`config.mk`:
```
export PLATFORM = sky130hd
export DESIGN_NAME = fetch_unit_flat
export DESIGN_NICKNAME = d
export VERILOG_FILES = /design/src/rtl/fetch_unit_if.sv /design/src/rtl/fetch_unit.sv /design/src/flat_wrapper.sv
export SDC_FILE = /design/constraint.sdc
export NUM_CORES = 1
export LEC_CHECK = 0
export BUFFER_PORTS_ARGS = -buffer_cell sky130_fd_sc_hd__buf_4
export CORE_UTILIZATION = 40
export CTS_CLUSTER_DIAMETER = 60
export DETAILED_ROUTE_END_ITERATION = 12
export PLACE_DENSITY = 0.72
export SLEW_MARGIN = 10
export SYNTH_ARGS = -nofsm -noshare
export SYNTH_HDL_FRONTEND = slang
export SYNTH_SLANG_ARGS = --single-unit
```
`constraint.sdc`:
```
create_clock -name clk -period 2.9 [get_ports clk]
set_input_delay 0.145 -clock clk [delete_from_list [all_inputs] [get_ports clk]]
set_output_delay 0.145 -clock clk [all_outputs]
set_load 0.01 [all_outputs]
```
`src/rtl/fetch_unit_if.sv`:
```
// Instruction-memory request/acknowledge bus between the fetch unit (master) and InstMem (slave).
interface fetch_unit_if;
  logic        imem_req;
  logic [31:0] imem_addr;
  logic        imem_ack;
  logic [31:0] imem_rdata;

  modport master (output imem_req, imem_addr, input imem_ack, imem_rdata);
  modport slave  (input imem_req, imem_addr, output imem_ack, imem_rdata);
endinterface

```
`src/rtl/fetch_unit.sv`:
```
// Instruction fetch stage: owns the PC, fetches over a req/ack bus and buffers {pc, inst} in a prefetch FIFO.
// Optional macro FETCH_MISALIGN_TRAP_EN: misaligned redirect targets raise misalign and halt fetch.
module fetch_unit #(
  parameter int          DEPTH    = 4,
  parameter logic [31:0] RESET_PC = 32'h0000_0000
) (
  input  logic                   clk,
  input  logic                   rst,
  fetch_unit_if.master           imem,
  input  logic                   redirect,
  input  logic [31:0]            redirect_pc,
  input  logic                   stall,
  output logic                   if_valid,
  output logic [31:0]            if_pc,
  output logic [31:0]            if_inst,
  output logic [$clog2(DEPTH):0] fifo_count,
  output logic                   misalign
);
  localparam int PW = $clog2(DEPTH);
  localparam int CW = PW + 1;

`ifdef FETCH_MISALIGN_TRAP_EN
  typedef enum logic [1:0] {FETCH, DISCARD, HALT} state_t;
`else
  typedef enum logic {FETCH, DISCARD} state_t;
`endif

  state_t          state_q, state_d;
  logic [31:0]     fetch_pc_q, fetch_pc_d;
  logic [31:0]     pend_pc_q, pend_pc_d;
  logic [PW-1:0]   wr_ptr_q, rd_ptr_q;
  logic [CW-1:0]   count_q;
  logic [31:0]     pc_mem   [DEPTH];
  logic [31:0]     inst_mem [DEPTH];
  logic            req, push, pop;
  logic [31:0]     tgt;
  logic            tgt_mis;

`ifdef FETCH_MISALIGN_TRAP_EN
  logic misalign_q, pend_halt_q;
  assign tgt      = redirect_pc;
  assign tgt_mis  = |redirect_pc[1:0];
  assign misalign = misalign_q;
`else
  assign tgt      = redirect_pc & ~32'h3;
  assign tgt_mis  = 1'b0;
  assign misalign = 1'b0;
`endif

  assign if_valid       = (count_q != '0);
  assign if_pc          = if_valid ? pc_mem[rd_ptr_q]   : '0;
  assign if_inst        = if_valid ? inst_mem[rd_ptr_q] : '0;
  assign fifo_count     = count_q;
  assign pop            = if_valid & ~stall & ~redirect;
  // Request is masked during reset so the bus is idle while rst is low.
  assign imem.imem_req  = req & rst;
  assign imem.imem_addr = fetch_pc_q;

  always_comb begin
    state_d    = state_q;
    fetch_pc_d = fetch_pc_q;
    pend_pc_d  = pend_pc_q;
    req        = 1'b0;
    push       = 1'b0;
    case (state_q)
      FETCH:   req = (count_q < CW'(DEPTH));
      DISCARD: req = 1'b1;
      default: req = 1'b0;
    endcase
    if (redirect) begin
      // An outstanding handshake must still complete, so its data is discarded later.
      if (req && !imem.imem_ack) begin
        pend_pc_d = tgt;
        state_d   = DISCARD;
      end else begin
        state_d = FETCH;
`ifdef FETCH_MISALIGN_TRAP_EN
        if (tgt_mis) state_d = HALT;
        else         fetch_pc_d = tgt;
`else
        fetch_pc_d = tgt;
`endif
      end
    end else begin
      case (state_q)
        FETCH: begin
          if (req && imem.imem_ack) begin
            push       = 1'b1;
            fetch_pc_d = fetch_pc_q + 32'd4;
          end
        end
        DISCARD: begin
          if (imem.imem_ack) begin
            state_d    = FETCH;
            fetch_pc_d = pend_pc_q;
`ifdef FETCH_MISALIGN_TRAP_EN
            if (pend_halt_q) begin
              state_d    = HALT;
              fetch_pc_d = fetch_pc_q;
            end
`endif
          end
        end
        default: ;
      endcase
    end
  end

  always_ff @(posedge clk or negedge rst) begin
    if (!rst) begin
      state_q    <= FETCH;
      fetch_pc_q <= RESET_PC;
      pend_pc_q  <= RESET_PC;
      wr_ptr_q   <= '0;
      rd_ptr_q   <= '0;
      count_q    <= '0;
    end else begin
      state_q    <= state_d;
      fetch_pc_q <= fetch_pc_d;
      pend_pc_q  <= pend_pc_d;
      if (redirect) begin
        wr_ptr_q <= '0;
        rd_ptr_q <= '0;
        count_q  <= '0;
      end else begin
        if (push) wr_ptr_q <= wr_ptr_q + 1'b1;
        if (pop)  rd_ptr_q <= rd_ptr_q + 1'b1;
        count_q <= count_q + CW'(push) - CW'(pop);
      end
    end
  end

`ifdef FETCH_MISALIGN_TRAP_EN
  always_ff @(posedge clk or negedge rst) begin
    if (!rst) begin
      misalign_q  <= 1'b0;
      pend_halt_q <= 1'b0;
    end else if (redirect) begin
      misalign_q <= tgt_mis;
      if (req && !imem.imem_ack) pend_halt_q <= tgt_mis;
    end
  end
`endif

  // FIFO storage carries data only; occupancy is tracked by the control registers above.
  always_ff @(posedge clk) begin
    if (push) begin
      pc_mem[wr_ptr_q]   <= fetch_pc_q;
      inst_mem[wr_ptr_q] <= imem.imem_rdata;
    end
  end
endmodule
```
`src/flat_wrapper.sv`:
```
// flat-port wrapper written by rule: the top's interface ports become plain ports
module fetch_unit_flat 
#(
  parameter int          DEPTH    = 4,
  parameter logic [31:0] RESET_PC = 32'h0000_0000
)
  (clk, rst, redirect, redirect_pc, stall, if_valid, if_pc, if_inst, fifo_count, misalign, imem_imem_req, imem_imem_addr, imem_imem_ack, imem_imem_rdata);
  fetch_unit_if imem_i ();
  input  logic clk;
  input  logic rst;
  input  logic redirect;
  input  logic [31:0] redirect_pc;
  input  logic stall;
  output logic if_valid;
  output logic [31:0] if_pc;
  output logic [31:0] if_inst;
  output logic [$clog2(DEPTH):0] fifo_count;
  output logic misalign;
  output wire logic [$bits(imem_i.imem_req)-1:0] imem_imem_req;
  output wire logic [$bits(imem_i.imem_addr)-1:0] imem_imem_addr;
  input wire logic [$bits(imem_i.imem_ack)-1:0] imem_imem_ack;
  input wire logic [$bits(imem_i.imem_rdata)-1:0] imem_imem_rdata;
  assign imem_imem_req = imem_i.imem_req;
  assign imem_imem_addr = imem_i.imem_addr;
  assign imem_i.imem_ack = imem_imem_ack;
  assign imem_i.imem_rdata = imem_imem_rdata;
  fetch_unit #(.DEPTH(DEPTH), .RESET_PC(RESET_PC)) u_core (.clk(clk), .rst(rst), .imem(imem_i), .redirect(redirect), .redirect_pc(redirect_pc), .stall(stall), .if_valid(if_valid), .if_pc(if_pc), .if_inst(if_inst), .fifo_count(fifo_count), .misalign(misalign));
endmodule
```
After elaboration in Yosys (flattened, before gate mapping)
Memories as Yosys holds them, arrays and structs flattened. Index checks and enable logic that the tools add are counted.

Bits in read-only memories: 0. Register bits: 70. Logic and storage cells: 53. Memories: 2. RAM bits: 256. Bits in latches: 0.

Memories: u_core.inst_mem (words 4, bits a word 32, rd ports 1, clocked after Yosys merged registers in 0, wr ports 1, RTL line fetch_unit.sv:34) `logic [31:0] inst_mem [DEPTH];`; u_core.pc_mem (words 4, bits a word 32, rd ports 1, clocked after Yosys merged registers in 0, wr ports 1, RTL line fetch_unit.sv:33) `logic [31:0] pc_mem [DEPTH];`.

Order comparisons: 1. Multiplexer cells: 22. Reductions and logical operators: 8. Add/sub/neg operators: 5. Eq/ne operators: 3. Div/mod/pow operators: 0. Shift-type cells: 0. Multipliers: 0. Bitwise operators: 6.

Operator list (count): $mux W32 (6); $pmux W32 S2 (1); $add A32 B3 Y32 const B (1); $mux W1 (9); $mux W2 (4); $add A2 B1 Y2 const B (2); $reduce_bool A2 Y1 (2); $add A3 B1 Y3 (1); $and A1 B1 Y1 (3); $lt A3 B3 Y1 const B (1); $mux W3 (1); $ne A3 B2 Y1 const B (1); $ne A3 B3 Y1 const B (1); $not A1 Y1 (3); $reduce_and A3 Y1 (1); $reduce_bool A3 Y1 (1); $sub A3 B1 Y3 (1); $logic_and A1 B1 Y1 (2); $ne A2 B2 Y1 const B (1); $pmux W1 S2 (1); $reduce_and A2 Y1 (1); $logic_not A1 Y1 (1).

Depth between registers and ports, before layout
Depth in word-level cells: 9. Gate-level depth with buffers: 11. Mapped depth without buffers: 9.

Least setup slack after synthesis
OpenSTA, ideal clock, no wires.

Path type: register to register. Start point: reg u_core.count_q[2], in the netlist u_core.fifo_count[2]. End point: mem u_core.inst_mem[0][0] (enable). Cell stages (with the launch flop): 3. Library setup time: 0.427 ns. Buffers on the path: 0. Arrival: 2.362 ns. Slack: 0.112 ns. Path through: dfrtp_1 -> nor2_1 -> and3_1.

Cells in the longest elaborated chain, start to end: 8.

RTL lines: start, declared (RTL line fetch_unit.sv:32) `logic [CW-1:0] count_q;`; start signal, assigned (RTL line fetch_unit.sv:128) `count_q <= count_q + CW'(push) - CW'(pop);`; $lt A3 B3 Y1 (RTL line fetch_unit.sv:66) `FETCH: req = (count_q < CW'(DEPTH));`; $pmux W1 S2 (RTL line fetch_unit.sv:65) `case (state_q)`; $logic_and A1 B1 Y1 (RTL line fetch_unit.sv:87) `if (req && imem.imem_ack) begin`; $mux W1 (RTL line fetch_unit.sv:87); $mux W1 (RTL line fetch_unit.sv:85) `case (state_q)`; $mux W1 (RTL line fetch_unit.sv:70) `if (redirect) begin`; $mux W1 (RTL line fetch_unit.sv:147) `if (push) begin`; $mux W1 (not written as such) (RTL line fetch_unit.sv:149) `inst_mem[wr_ptr_q] <= imem.imem_rdata;`; end, declared (RTL line fetch_unit.sv:34).

Every way passes these cells.

Worst setup path in the final report
Start point: reg u_core.rd_ptr_q[0]. End point: out if_inst[19].

Cells in the longest elaborated chain, start to end: 2.

RTL lines: start, declared (RTL line fetch_unit.sv:31) `logic [PW-1:0] wr_ptr_q, rd_ptr_q;`; start signal, assigned (RTL line fetch_unit.sv:127) `if (pop) rd_ptr_q <= rd_ptr_q + 1'b1;`; $mem_v2 Z4 W32; $mux W32 (RTL line fetch_unit.sv:52) `assign if_inst = if_valid ? inst_mem[rd_ptr_q] : '0;`; end, declared (RTL line flat_wrapper.sv:16) `output logic [31:0] if_inst;`.

Every way passes these cells.

==> flow_summary.rst <==
.. list-table::
   :header-rows: 1

   * - Metric
     - Value
   * - Filler Cells Inserted
     - 2688
   * - First-pass GRT wire length
     - 44900 µm
   * - Half-perimeter wire length after detailed placement
     - 18300 µm
   * - Site row count
     - 66
   * - Setup violations, final
     - 0
   * - R2R setup slack
     - 0.72 ns
   * - Register area share after synthesis
     - 69.1%
   * - Share of the synthesized area in the top cell type
     - 56.3%
   * - Fraction of layout instances using a drive strength above 1
     - 33.2%
   * - Critical R2R Capture
     - u_core.imem.imem_addr[28]$_DFFE_PN0P_
   * - Vert. Die Dim
     - 184 µm
   * - Largest stage delay on the critical path
     - 0.68 ns
   * - Met2 track demand over resource in global routing
     - 29.5%
   * - Worst path arrival time
     - 2.40 ns
   * - Antenna diodes
     - 0
   * - Worst-path cell chain
     - buf_12 > mux4_2 > nor2b_1 > buf_4
   * - Pin count of the biggest net entering global routing
     - 65
   * - Post-synthesis average cell area
     - 16.7 µm²
   * - Mean routed wirelength per cell
     - 19.4 µm
   * - Final Critical Period
     - 2.55 ns
   * - Maximum resistive drop on vdd
     - 0.507 mV
   * - CP startpoint kind
     - flop
   * - M3 GR Usage
     - 3.41%
   * - Start point of the worst hold path
     - stall
   * - Port buffer count
     - 163
   * - Count of flip-flops with a built-in enable after synthesis
     - 248
   * - Number of buffers created by CTS
     - 35
   * - Clock latency on the worst-skew pair
     - 0.51 ns
   * - Register bit total from synthesis
     - 316
   * - Initial antenna violation count
     - 0
   * - Post-route clock skew
     - 0.0155 ns
   * - Reported leakage power
     - 0.00615 µW
   * - Root cell of the clock tree
     - sky130_fd_sc_hd__clkbuf_16
   * - GRT Overall Usage
     - 17.5%
   * - Clk buf depth
     - 3
   * - Final net count
     - 1113
   * - Std-Cell Core Area
     - 0.0325 mm²
   * - Launch instance of the worst register-to-register path
     - u_core.imem.imem_addr[2]$_DFFE_PN0P_
   * - Clock-pin slew on the worst setup and hold paths
     - 0.06 ns
   * - Vias in the first global route
     - 7961
   * - Most common flop cell mapped by yosys
     - sky130_fd_sc_hd__edfxtp_1
   * - Final Hold Vio Count
     - 0
   * - Pins over their slew limit
     - 0
   * - Endpoint type of the worst setup path
     - primary output
   * - Worst hold-check path type
     - in2reg
   * - Met1 layer usage reported by global route
     - 23.2%
   * - Number of gates resized after CTS
     - 0
   * - Worst slew margin relative to its limit
     - 45.5%
   * - Slew at the pin closest to its max-slew limit
     - 0.817 ns
   * - DR vias
     - 7744
   * - Cell count after synthesis
     - 791
   * - Number of antenna-violating nets in the routed design
     - 0
   * - Drt first-iter violations
     - 463
   * - Hold Slack
     - 0.00629 ns
   * - Residual overflow from global routing
     - 0
   * - Highest-utilization routing layer at the global route stage
     - met2
   * - Fmax
     - 0.393 GHz
   * - Final critical-path share of the clock period
     - 87.8%
   * - Fin worst setup slack
     - 0.353 ns
   * - Max stage delay cell, worst path
     - sky130_fd_sc_hd__dfrtp_4
   * - TritonCTS clock tree
     - yes
   * - Top cells by area in the synthesized netlist
     - sky130_fd_sc_hd__edfxtp_1 56%, sky130_fd_sc_hd__dfrtp_1 13%, sky130_fd_sc_hd__mux4_2 11%, sky130_fd_sc_hd__nor2b_1 3.1%, sky130_fd_sc_hd__mux2_2 2.2%
   * - Power per cell area
     - 829 mW/mm²
   * - Outcome
     - finished, final reports clean
   * - Ports
     - 171
   * - Startpoint of the worst setup timing path
     - u_core.rd_ptr_q[0]$_DFFE_PN0P_
   * - Maximum fanout along the worst path
     - 29
   * - Max-cap violations
     - 0
   * - Total Neg Setup Slack
     - 0 ns
   * - Final weighted congestion in routability-driven placement
     - 0.756
   * - Length in cells of the worst reg-to-reg path
     - 7
   * - Per-cell via count in the routed design
     - 5.15
   * - Combined area of all synthesized cells
     - 0.0132 mm²
   * - Synth area leader
     - sky130_fd_sc_hd__edfxtp_1
   * - TritonCTS sink count
     - 316
   * - Yosys warning count
     - 0
   * - Cell variety after synth
     - 59
   * - Area growth, synth to finish
     - 28.1%
   * - Critical Setup Path Class
     - reg2out
   * - Hold Path Cell Cnt
     - 4
   * - Die Wd
     - 184 µm
   * - Setup slack at placement
     - 0.674 ns
   * - Critical path data required time
     - 2.76 ns
   * - Initial Utilization
     - 40.7%
   * - Proportion of register bits with asynchronous set or reset after synthesis
     - 21.5%
   * - CTS H-tree lvls
     - 2
   * - Worst min-delay path endpoint
     - u_core.rd_ptr_q[0]$_DFFE_PN0P_
   * - DIE AREA
     - 0.0338 mm²
   * - Drt first pass iters
     - 5
   * - DRC errors left
     - 0
   * - DRT Wirelength
     - 29200 µm
   * - Unrepaired setup endpoints after global routing
     - false
[through the flow]
| step | std cells | total power [µW] | util (%) | cell area, µm² |
|---|---|---|---|---|
| final | 1505 | 14100 | 52.1 | 17000 |
| after global routing | 1505 | 14700 | 52.1 | 17000 |
| after CTS | 1505 | 14200 | 52.1 | 17000 |
| after detailed placement | 1377 | 9630 | 46.5 | 15100 |
| after global placement | 1377 | 9550 | 46.5 | 15100 |
| after floorplan | 795 | 7960 | - | 13200 |
[critical path: cells and delay by family (launching register included)]
family	cells	cell delay, ns
mux	1	0.52
flops	1	0.68
simple gates	1	0.17
buf+inv	2	0.51
[logic make-up after synthesis]
group	share of synthesized area (%)
flops	69.1
simple gates	8.40
mux	13.4
compound gates	4.26
buf+inv	2.29
xor+xnor	1.65
fa+ha+maj	0.813
other cells	0.0283
[cell usage after synthesis (all sizes together), types with 18 or more instances]
master	number
edfxtp	248
dfrtp	68
nor2b	65
mux4	62
nand2	34
clkbuf	27
mux2	27
o21ai	27
nor2	25
buf	22
nand3	21
and3	18
inv	18
[worst max-delay path by stage]
stage | cells past startpoint | slack [ns] | to
2_1_floorplan | 2 | 0.11 | u_core.inst_mem[0][0]$_DFFE_PP_
3_3_place_gp | 7 | 0.71 | u_core.imem.imem_addr[28]$_DFFE_PN0P_
3_5_place_dp | 7 | 0.67 | u_core.imem.imem_addr[28]$_DFFE_PN0P_
4_1_cts | 4 | 0.27 | if_inst[19]
5_1_grt | 4 | 0.20 | if_pc[18]
6_report | 4 | 0.35 | if_inst[19]
[sequential cells by signal (all words and copies together) (netlist names)]
| name | flops |
|---|---|
| u_core.fifo_count | 3 |
| u_core.imem.imem_addr | 30 |
| u_core.inst_mem | 128 |
| u_core.pc_mem | 120 |
| u_core.pend_pc_q | 30 |
| u_core.rd_ptr_q | 2 |
| u_core.state_q | 1 |
| u_core.wr_ptr_q | 2 |
[power by group]
group          internal (µW)  switching, µW  leakage (µW)
logic                   1840           1660       0.00250
clock network           2730           1790      0.000576
registers               5450            580       0.00307
[layout make-up]
cell class | count | area, µm² | area share [%]
inverters | 19 | 71.3 | 0.421
clock inverters | 26 | 278 | 1.64
flip-flops and latches | 316 | 9160 | 54.0
clock buffers | 38 | 908 | 5.36
repair buffers | 253 | 2160 | 12.7
well taps | 442 | 553 | 3.26
multi-input cells | 411 | 3830 | 22.6
[layout by cell type, fill, tap and decap left out, types with 7 or more instances in the layout]
cell type | Yosys | final
sky130_fd_sc_hd__xor2_1 | 16 | 16
sky130_fd_sc_hd__and3_1 | 18 | 14
sky130_fd_sc_hd__ha_1 | 7 | 7
sky130_fd_sc_hd__inv_1 | 18 | 18
sky130_fd_sc_hd__a221oi_1 | 14 | 14
sky130_fd_sc_hd__mux2_2 | 26 | 26
sky130_fd_sc_hd__clkinv_1 | 1 | 8
sky130_fd_sc_hd__mux4_2 | 62 | 62
sky130_fd_sc_hd__o21ai_0 | 23 | 23
sky130_fd_sc_hd__nor2_1 | 25 | 25
sky130_fd_sc_hd__dlygate4sd3_1 | 0 | 64
sky130_fd_sc_hd__a21oi_1 | 16 | 16
sky130_fd_sc_hd__xnor2_1 | 9 | 9
sky130_fd_sc_hd__nand2_1 | 33 | 33
sky130_fd_sc_hd__nor2b_1 | 65 | 65
sky130_fd_sc_hd__nand3_1 | 20 | 20
sky130_fd_sc_hd__edfxtp_1 | 248 | 248
sky130_fd_sc_hd__clkbuf_16 | 0 | 36
sky130_fd_sc_hd__buf_12 | 0 | 8
sky130_fd_sc_hd__buf_4 | 6 | 181
sky130_fd_sc_hd__dfrtp_1 | 68 | 66
[repair_timing]
action                    4_1_cts  5_1_grt
hold buffers                   64        0
buffers inserted                0        0
hold endpoints to repair      222        0
[metal layers]
metal,vias to the layer above,share of wire [%]
met5,-,0
met4,0,1.6
met3,33,6.0
met2,239,49
met1,3929,43
li1,3543,-
(Power assumes the default switching activity.)
